### src/rtl/tt_nibble_cmd_driver.sv
// Host-side initiator for a nibble-command user module: generates its clock and
// reset, holds each command for a fixed number of user clocks, and returns io_out.
module tt_nibble_cmd_driver #(
    parameter int unsigned CLK_DIV      = 2,
    parameter int unsigned RESET_CYCLES = 1,
    parameter int unsigned HOLD_CYCLES  = 2
) (
    input  logic       clk,
    input  logic       rst_n,
    input  logic       start,
    input  logic       cmd_valid,
    output logic       cmd_ready,
    input  logic [1:0] cmd_fn,
    input  logic [3:0] cmd_data,
    output logic       rsp_valid,
    output logic [7:0] rsp_data,
    output logic       busy,
    output logic [7:0] dut_io_in,
    input  logic [7:0] dut_io_out
);

    localparam int unsigned DW = (CLK_DIV > 1) ? $clog2(CLK_DIV) : 1;

    typedef enum logic [2:0] {
        S_IDLE,
        S_RST_ARM,
        S_RST_HOLD,
        S_READY,
        S_DRV_ARM,
        S_DRV_HOLD
    } state_t;

    state_t          state_q, state_d;
    logic [DW-1:0]   div_q, div_d;
    logic            uclk_q, uclk_d;
    logic [7:1]      io_q, io_d;
    logic [15:0]     cnt_q, cnt_d;
    logic [1:0]      fn_q, fn_d;
    logic [3:0]      data_q, data_d;
    logic            rsp_valid_q, rsp_valid_d;
    logic [7:0]      rsp_data_q, rsp_data_d;
    logic            wrap, rise_ev, fall_ev;

    always_ff @(posedge clk or negedge rst_n) begin
        if (!rst_n) begin
            state_q     <= S_IDLE;
            div_q       <= '0;
            uclk_q      <= 1'b0;
            io_q        <= '0;
            cnt_q       <= '0;
            fn_q        <= '0;
            data_q      <= '0;
            rsp_valid_q <= 1'b0;
            rsp_data_q  <= '0;
        end else begin
            state_q     <= state_d;
            div_q       <= div_d;
            uclk_q      <= uclk_d;
            io_q        <= io_d;
            cnt_q       <= cnt_d;
            fn_q        <= fn_d;
            data_q      <= data_d;
            rsp_valid_q <= rsp_valid_d;
            rsp_data_q  <= rsp_data_d;
        end
    end

    always_comb begin
        wrap    = (div_q == DW'(CLK_DIV - 1));
        rise_ev = wrap & ~uclk_q;
        fall_ev = wrap & uclk_q;
        div_d   = wrap ? '0 : div_q + 1'b1;
        uclk_d  = uclk_q ^ wrap;

        state_d     = state_q;
        io_d        = io_q;
        cnt_d       = cnt_q;
        fn_d        = fn_q;
        data_d      = data_q;
        rsp_valid_d = 1'b0;
        rsp_data_d  = rsp_data_q;
        // Gating on rsp_valid_q delays ready by one cycle after a response.
        cmd_ready   = (state_q == S_READY) & ~start & ~rsp_valid_q;

        if (start) begin
            state_d = S_RST_ARM;
            cnt_d   = '0;
        end else begin
            case (state_q)
                S_RST_ARM: begin
                    if (fall_ev) begin
                        io_d    = 7'b000_0001;
                        cnt_d   = '0;
                        state_d = S_RST_HOLD;
                    end
                end
                S_RST_HOLD: begin
                    if (rise_ev && cnt_q != 16'(RESET_CYCLES)) begin
                        cnt_d = cnt_q + 16'd1;
                    end
                    if (fall_ev && cnt_q == 16'(RESET_CYCLES)) begin
                        io_d[1] = 1'b0;
                        state_d = S_READY;
                    end
                end
                S_READY: begin
                    if (cmd_valid && cmd_ready) begin
                        fn_d    = cmd_fn;
                        data_d  = cmd_data;
                        state_d = S_DRV_ARM;
                    end
                end
                S_DRV_ARM: begin
                    if (fall_ev) begin
                        io_d[3:2] = fn_q;
                        io_d[7:4] = data_q;
                        cnt_d     = '0;
                        state_d   = S_DRV_HOLD;
                    end
                end
                S_DRV_HOLD: begin
                    if (rise_ev && cnt_q != 16'(HOLD_CYCLES)) begin
                        cnt_d = cnt_q + 16'd1;
                    end
                    if (fall_ev && cnt_q == 16'(HOLD_CYCLES)) begin
                        rsp_data_d  = dut_io_out;
                        rsp_valid_d = 1'b1;
                        io_d[3:2]   = 2'b00;
                        state_d     = S_READY;
                    end
                end
                default: state_d = S_IDLE;
            endcase
        end
    end

    assign dut_io_in = {io_q, uclk_q};
    assign rsp_valid = rsp_valid_q;
    assign rsp_data  = rsp_data_q;
    assign busy      = (state_q == S_RST_ARM) || (state_q == S_RST_HOLD) ||
                       (state_q == S_DRV_ARM) || (state_q == S_DRV_HOLD);

endmodule

### config.mk
export PLATFORM = sky130hd
export DESIGN_NAME = tt_nibble_cmd_driver
export DESIGN_NICKNAME = d
export VERILOG_FILES = /design/src/rtl/tt_nibble_cmd_driver.sv
export SDC_FILE = /design/constraint.sdc
export NUM_CORES = 1
export LEC_CHECK = 0
export BUFFER_PORTS_ARGS = -buffer_cell sky130_fd_sc_hd__buf_4
export CAP_MARGIN = 30
export CORE_MARGIN = 8
export CORE_UTILIZATION = 45
export DETAILED_ROUTE_END_ITERATION = 16
export GPL_TIMING_DRIVEN = 1
export PLACE_DENSITY_LB_ADDON = 0.08
export SLEW_MARGIN = 20
export SYNTH_ARGS = -nofsm -noshare
export SYNTH_HDL_FRONTEND = slang
export SYNTH_SLANG_ARGS = --single-unit
### constraint.sdc
create_clock -name clk -period 1.91 [get_ports clk]
set_input_delay 0.0955 -clock clk [delete_from_list [all_inputs] [get_ports clk]]
set_output_delay 0.0955 -clock clk [all_outputs]
set_load 0.02 [all_outputs]
# Yosys cells after proc, flatten, opt, wreduce, memory -nomap -nowiden
# Cells that the tools add are included.
[word_totals] ram_bits=0 output_inout_bits=19 romBits=0 word_cells=85 mem_count=0 register_bits=43 inputBits=18 latch_bits=0
[op_classes] mul=0 div=0 n_mux=23 n_lt_le_gt_ge=0 n_reduce_logical=20 n_bitwise=8 n_eq_ne=21 shift=0 addsub=2
[op_table] op="two-way mux 16 bit" n=4
[op_table] op="case mux 16 bit (3 select lines)" n=1
[op_table] op="two-way mux 3 bit" n=6
[op_table] op="!= test 3 bit, second input constant" n=6
[op_table] op="adder 16 x 1 -> 16 bit, second input constant" n=1
[op_table] op="== test 16 x 1 -> 1 bit, second input constant" n=1
[op_table] op="== test 16 x 2 -> 1 bit, second input constant" n=1
[op_table] op="!= test 16 x 1 -> 1 bit, second input constant" n=1
[op_table] op="!= test 16 x 2 -> 1 bit, second input constant" n=1
[op_table] op="case mux 3 bit (5 select lines)" n=1
[op_table] op="AND reduction 4 bit" n=3
[op_table] op="AND reduction 5 bit" n=2
[op_table] op="!= test 2 bit, second input constant" n=4
[op_table] op="case mux 4 bit (2 select lines)" n=1
[op_table] op="two-way mux 7 bit" n=1
[op_table] op="== test 3 x 2 -> 1 bit, second input constant" n=2
[op_table] op="== test 3 bit, second input constant" n=2
[op_table] op="two-way mux 6 bit" n=1
[op_table] op="case mux 2 bit (3 select lines)" n=1
[op_table] op="AND reduction 3 bit" n=2
[op_table] op="logical AND 1 bit" n=5
[op_table] op="two-way mux 1 bit" n=5
[op_table] op="bitwise AND 1 bit" n=4
[op_table] op="nonzero test 2 bit" n=2
[op_table] op="other kinds (12)" n=16

# Depth between registers and ports, before layout
[logic_depth] ltp_word=7 mapped_depth=8 mapped_depth_nobuf=7

# Worst setup path after synthesis
# Ideal clock, no wire load.
[synth_path] path_kind="reg2reg" startpoint="register state_q[2]" endpoint="register data_q[0]" arrival_time_ns=2.222 required_ns=1.785 slack_ns=-0.437 stages_incl_launch_ff=6 setup_ns=0.125 path_buffers=1 period_less_slack_ns=2.347 cell_sequence="dfrtp_1 > buf_2 > nand2b_1 > nor4b_1 > nand2_1 > mux2_2"
[synth_via] elab_chain_cells=5
[synth_lines] element="from (decl)" line="33" rtl="state_t state_q, state_d;"
[synth_lines] element="from (signal assigned)" line="56" rtl="state_q <= state_d;"
[synth_lines] element="== test 3 x 2 -> 1 bit" line="83" rtl="cmd_ready = (state_q == S_READY) & ~start & ~rsp_valid_q;"
[synth_lines] element="bitwise AND 1 bit (2 in series)" line="83"
[synth_lines] element="via cmd_ready" line="12" rtl="output logic cmd_ready,"
[synth_lines] element="logical AND 1 bit" line="107" rtl="if (cmd_valid && cmd_ready) begin"
[synth_lines] element="AND reduction 3 bit (no line)"
[synth_lines] element="to (signal assigned)" line="62" rtl="data_q <= data_d;"
[synth_lines] element="to (decl)" line="39" rtl="logic [3:0] data_q, data_d;"
# The timed path passes the listed nets, and every way through them passes these cells.
# A chain may end at the register's enable or synchronous reset.

# Final worst setup path
[layout_path] startpoint="register cnt_q[9]" endpoint="register rsp_data_q[6], in the netlist rsp_data[6]"
[layout_via] elab_chain_cells=3
[layout_lines] element="from (decl)" line="37" rtl="logic [15:0] cnt_q, cnt_d;"
[layout_lines] element="from (signal assigned)" line="60" rtl="cnt_q <= cnt_d;"
[layout_lines] element="== test 16 x 2 -> 1 bit" line="125" rtl="if (fall_ev && cnt_q == 16'(HOLD_CYCLES)) begin"
[layout_lines] element="logical AND 1 bit" line="125"
[layout_lines] element="AND reduction 3 bit (no line)"
[layout_lines] element="to (signal assigned)" line="64" rtl="rsp_data_q <= rsp_data_d;"
[layout_lines] element="to (decl)" line="41" rtl="logic [7:0] rsp_data_q, rsp_data_d;"
# Every way passes these cells.

==> results.md <==
Worst setup path:
- The origin of the worst setup path is cnt_q[9].
- The worst setup path is launched from a register.
- The total buffers and inverters traversed by the critical path is 1.
- Broken down by cell family, the worst path's largest delay share belongs to simple AND/OR/NAND/NOR gates.
- The type of the worst setup path is register to register.
- The cell depth of the worst setup path is 5.
- The startpoint of the lowest-slack register-to-register path is cnt_q[9].
- At the worst endpoint, the arrival time is 2.04 ns.
- The slack of the worst reg-to-reg path is 0.05 ns.
- Measured in cells, the most critical reg-to-reg path has a length of 5.
- The worst setup path is captured at a register.
- Following the worst setup path forward leads to its endpoint at rsp_data[6].
- The slowest library cell on the worst path is sky130_fd_sc_hd__dfrtp_1.
- Traced cell by cell, the critical path runs through nor4_4, nand4_2, nor4_4, buf_12, mux2_4.
- Of all nets on the critical path, the largest fanout is 9.
- The highest cell delay on the worst timing path is 0.42 ns.
- By instance count, the cell type seen most on the critical path is sky130_fd_sc_hd__nor4_4.
- The worst endpoint required time is 2.09 ns.
- The reg-to-reg endpoint is rsp_data[6].

Global route:
- The overall track demand over capacity in global routing is 15.8%.
- The first global-routing pass estimated 9.63 mm of wire.
- The via count of the first global-routing pass is 2020.
- Entering global routing, the biggest net connects 44 pins.
- The number of antenna violations at the first check in global routing is 0.
- For this run the aggregate overflow at the end of global routing stands at 0.

Yosys:
- The share of flip-flops with an asynchronous set or reset after synthesis is 100%.
- The cell count after synthesis came out at 226.
- Ranked by total cell area, the synthesized netlist is headed by sky130_fd_sc_hd__dfrtp_1 (47%), sky130_fd_sc_hd__mux2_2 (7.8%), sky130_fd_sc_hd__nand2_1 (3.9%).
- The cell type with the highest aggregate area in the netlist is sky130_fd_sc_hd__dfrtp_1.
- After synthesis, the largest area contributor takes up 46.6% of total cell area.
- The mean area per synthesized cell is 10.2 um2.
- The number of nets in the synthesized netlist is 249.
- The number of distinct standard cells referenced by the synthesized netlist is 44.
- The number of flops mapped to enable cells by yosys is 0.
- The cell area that synthesis handed to floorplanning was 2310 um2.
- The flop and latch count out of synthesis is 43.
- The most common flop cell mapped by yosys is sky130_fd_sc_hd__dfrtp_1.
- For this run, the register share of the synthesized area comes to 46.6%.
- For this run, the number of Yosys warnings is 0.

Timing:
- The final period utilization is 97.4%.
- The setup clock skew after layout is 0.00832 ns.
- The hold violation count in the final report is 0.
- The number of failing setup endpoints in the final timing report is 0.
- The fmax is 538 MHz.
- Setup repair after global routing could not meet its margin everywhere.
- The max-slew violation count is 0.
- The minimum clock period after layout is 1.86 ns.
- The transition at the pin with the smallest max-transition slack is 0.571 ns.
- The worst pin sits at a relative slew slack of 61.9%.
- After routing, the total negative slack on setup checks comes to 0 ns.
- Final hold analysis gives a worst-case slack of 0.0284 ns.

Detailed routing:
- The final antenna-violating net count is 0.
- The final routed wirelength across all metal layers is 5.94 mm.
- The via count of the routed design is 2015.
- Using the TritonRoute via totals, the vias-per-cell ratio works out to 5.55.
- The detail-routed net length per standard cell is 16.4 um.
- The total DRC errors in the routed layout is 0.
- The first TritonRoute pass finished after 4 iterations.
- The violation count after the first detailed-route iteration is 53.

Power and ir drop:
- The total power divided by cell area is 662 nW/um2.
- The worst-case IR drop observed on VDD is 0.000403 V.
- Power comes to 0.00207 W.
- In this run the static leakage power is 1.40 nW.

Placement:
- The final HPWL from detailed placement is 4.34 mm.
- The number of placed instances, taps included, is 351.
- The placed instances occupy a cell area of 2890 um2.
- The final weighted congestion in routability-driven placement is 0.830.
- In this run the tool buffered the top-level ports with 36 buffer cells.

Clock network:
- The clock sink total is 43.
- The clock latency at the later pin of the worst-skew pair is 0.29 ns.
- The maximum level of the CTS H-tree is 2.
- The largest buffer count on any clock path is 2.
- The TritonCTS clock tree is built.
- The number of clock buffers inserted by TritonCTS is 5.
- The clock transition at the registers of the reported paths is 0.09 ns.
- In this run the clock root is driven by a sky130_fd_sc_hd__clkbuf_8.

Floorplan:
- The die boundary height is 87.6 um.
- The region available for standard cell placement spans 5040 um2.
- The overall die area is 7680 um2.
- The chip width is 87.6 um.
- The initial core utilization is 45.8%.
- In this run the count of I/O pins placed on the die edge is 37.
- The number of core rows is 26.

Final layout:
- In the final layout, the share of cells above drive strength 1 is 39.6%.
- 0 antenna diodes ended up in the layout.
- Summing all non-filler instances in the final layout gives an area of 3130 um2.
- The library cell used most frequently in the layout, excluding fill and tap cells, is sky130_fd_sc_hd__buf_4.
- Once layout is complete, the cells apart from fillers number 363.
- The area growth from synthesis to layout is 35.7%.
- Leaving out fill and tap cells, the most frequent cells in the layout are sky130_fd_sc_hd__buf_4 (68), sky130_fd_sc_hd__dfrtp_1 (43), sky130_fd_sc_hd__nand2_1 (23).
- The final layout contains 315 nets.

Worst hold path:
- In this run the worst hold path is classified as input port to register.

Status:
- The flow ran to the end, and the final reports show no timing, DRC or antenna violations.

Flow run:
- The number of violations of the max-capacitance limit is 0.
registers in the layout, indices dropped and copies added, names as in the netlist:
signal / flops
div_q: 1
uclk_q: 1
rsp_data: 8
state_q: 3
io_q: 7
rsp_valid: 1
fn_q: 2
data_q: 4
cnt_q: 16
power breakdown:
part | switching (W) | leakage, nW | total, W | internal (W)
Combinational | 0.000245 | 0.794 | 0.000476 | 0.000231
Sequential | 0.0000461 | 0.569 | 0.00102 | 0.000977
Clock | 0.000317 | 0.0412 | 0.000573 | 0.000256
cells by family (layout without fill, tap and decap cells):
kind of cell	after synthesis	count (layout)	share of synthesized area, %
multiplexers	16	16	7.80
AO/OA/AOI/OAI	53	53	16.6
buffers and inverters	22	89	3.85
AND/OR/NAND/NOR	85	85	21.6
adder cells (fa/ha/maj)	5	5	2.71
flip-flops	43	43	46.6
XOR/XNOR	2	2	0.759
cells in the mapped netlist (all sizes together), types with 2 or more instances:
| master | number |
|---|---|
| nor3 | 6 |
| o31ai | 3 |
| dfrtp | 43 |
| a21oi | 6 |
| nand2 | 24 |
| nand3 | 8 |
| nand2b | 3 |
| ha | 5 |
| buf | 3 |
| nor4b | 2 |
| nor2 | 7 |
| a211o | 2 |
| and3 | 3 |
| o41ai | 3 |
| clkbuf | 9 |
| o31a | 2 |
| nor2b | 5 |
| a31oi | 4 |
| a31o | 2 |
| a32o | 8 |
| nand4 | 5 |
| inv | 9 |
| mux2 | 16 |
| xnor2 | 2 |
| nor3b | 6 |
| a21o | 2 |
| and4 | 2 |
| o21ai | 16 |
| nor4 | 9 |
metrics by stage:
| stage | utilization [%] | worst slack [ns] |
|---|---|---|
| 2_1_floorplan | - | 0.0354 |
| 3_3_place_gp | 57.4 | -0.00439 |
| 3_5_place_dp | 57.4 | -0.0340 |
| 4_1_cts | 60.0 | 0.00653 |
| 5_1_grt | 62.1 | -0.0376 |
| 6_report | 62.1 | 0.0497 |
routing by layer:
layer / vias up / part of all wire, % / global-route usage [%]
met5: - / 0 / 0
met4: 0 / 1.0 / 3.91
met3: 8 / 5.8 / 4.78
met2: 53 / 48 / 26.7
met1: 979 / 45 / 19.1
li1: 975 / - / -
how the worst min path moves through the flow:
stage                   from  slack, ns  cells after the start          end
2_1_floorplan          rst_n      -0.20                      0     cnt_q[0]
3_3_place_gp           rst_n       0.13                      1     cnt_q[7]
3_5_place_dp           rst_n       0.13                      1    cnt_q[11]
4_1_cts          cmd_data[3]       0.02                      2    data_q[3]
5_1_grt        dut_io_out[3]       0.02                      2  rsp_data[3]
6_report       dut_io_out[2]       0.03                      2  rsp_data[2]
area by class of cell:
cell class,count,area (um2)
clock inverters,2,12.5
flip-flops and latches,43,1080
clock buffers,6,72.6
well taps,70,87.6
inverters,10,37.5
multi-input cells,161,1280
fillers,421,1910
repair buffers,71,561
worst reg2reg max path, stage by stage (launching register included):
cell and delay, ns:
sky130_fd_sc_hd__dfrtp_1 0.42, sky130_fd_sc_hd__nor4_4 0.33, sky130_fd_sc_hd__nand4_2 0.24, sky130_fd_sc_hd__nor4_4 0.28, sky130_fd_sc_hd__buf_12 0.19, sky130_fd_sc_hd__mux2_4 0.31
timing repair:
item	CTS	global route
endpoints found under the setup margin	15	26
gates resized for setup	5	18
pin swaps	1	3
hold buffers	1	0
cloned	0	0
hold endpoints to repair	43	0
buffers inserted	1	2
Power figures use the tool's default switching activity.
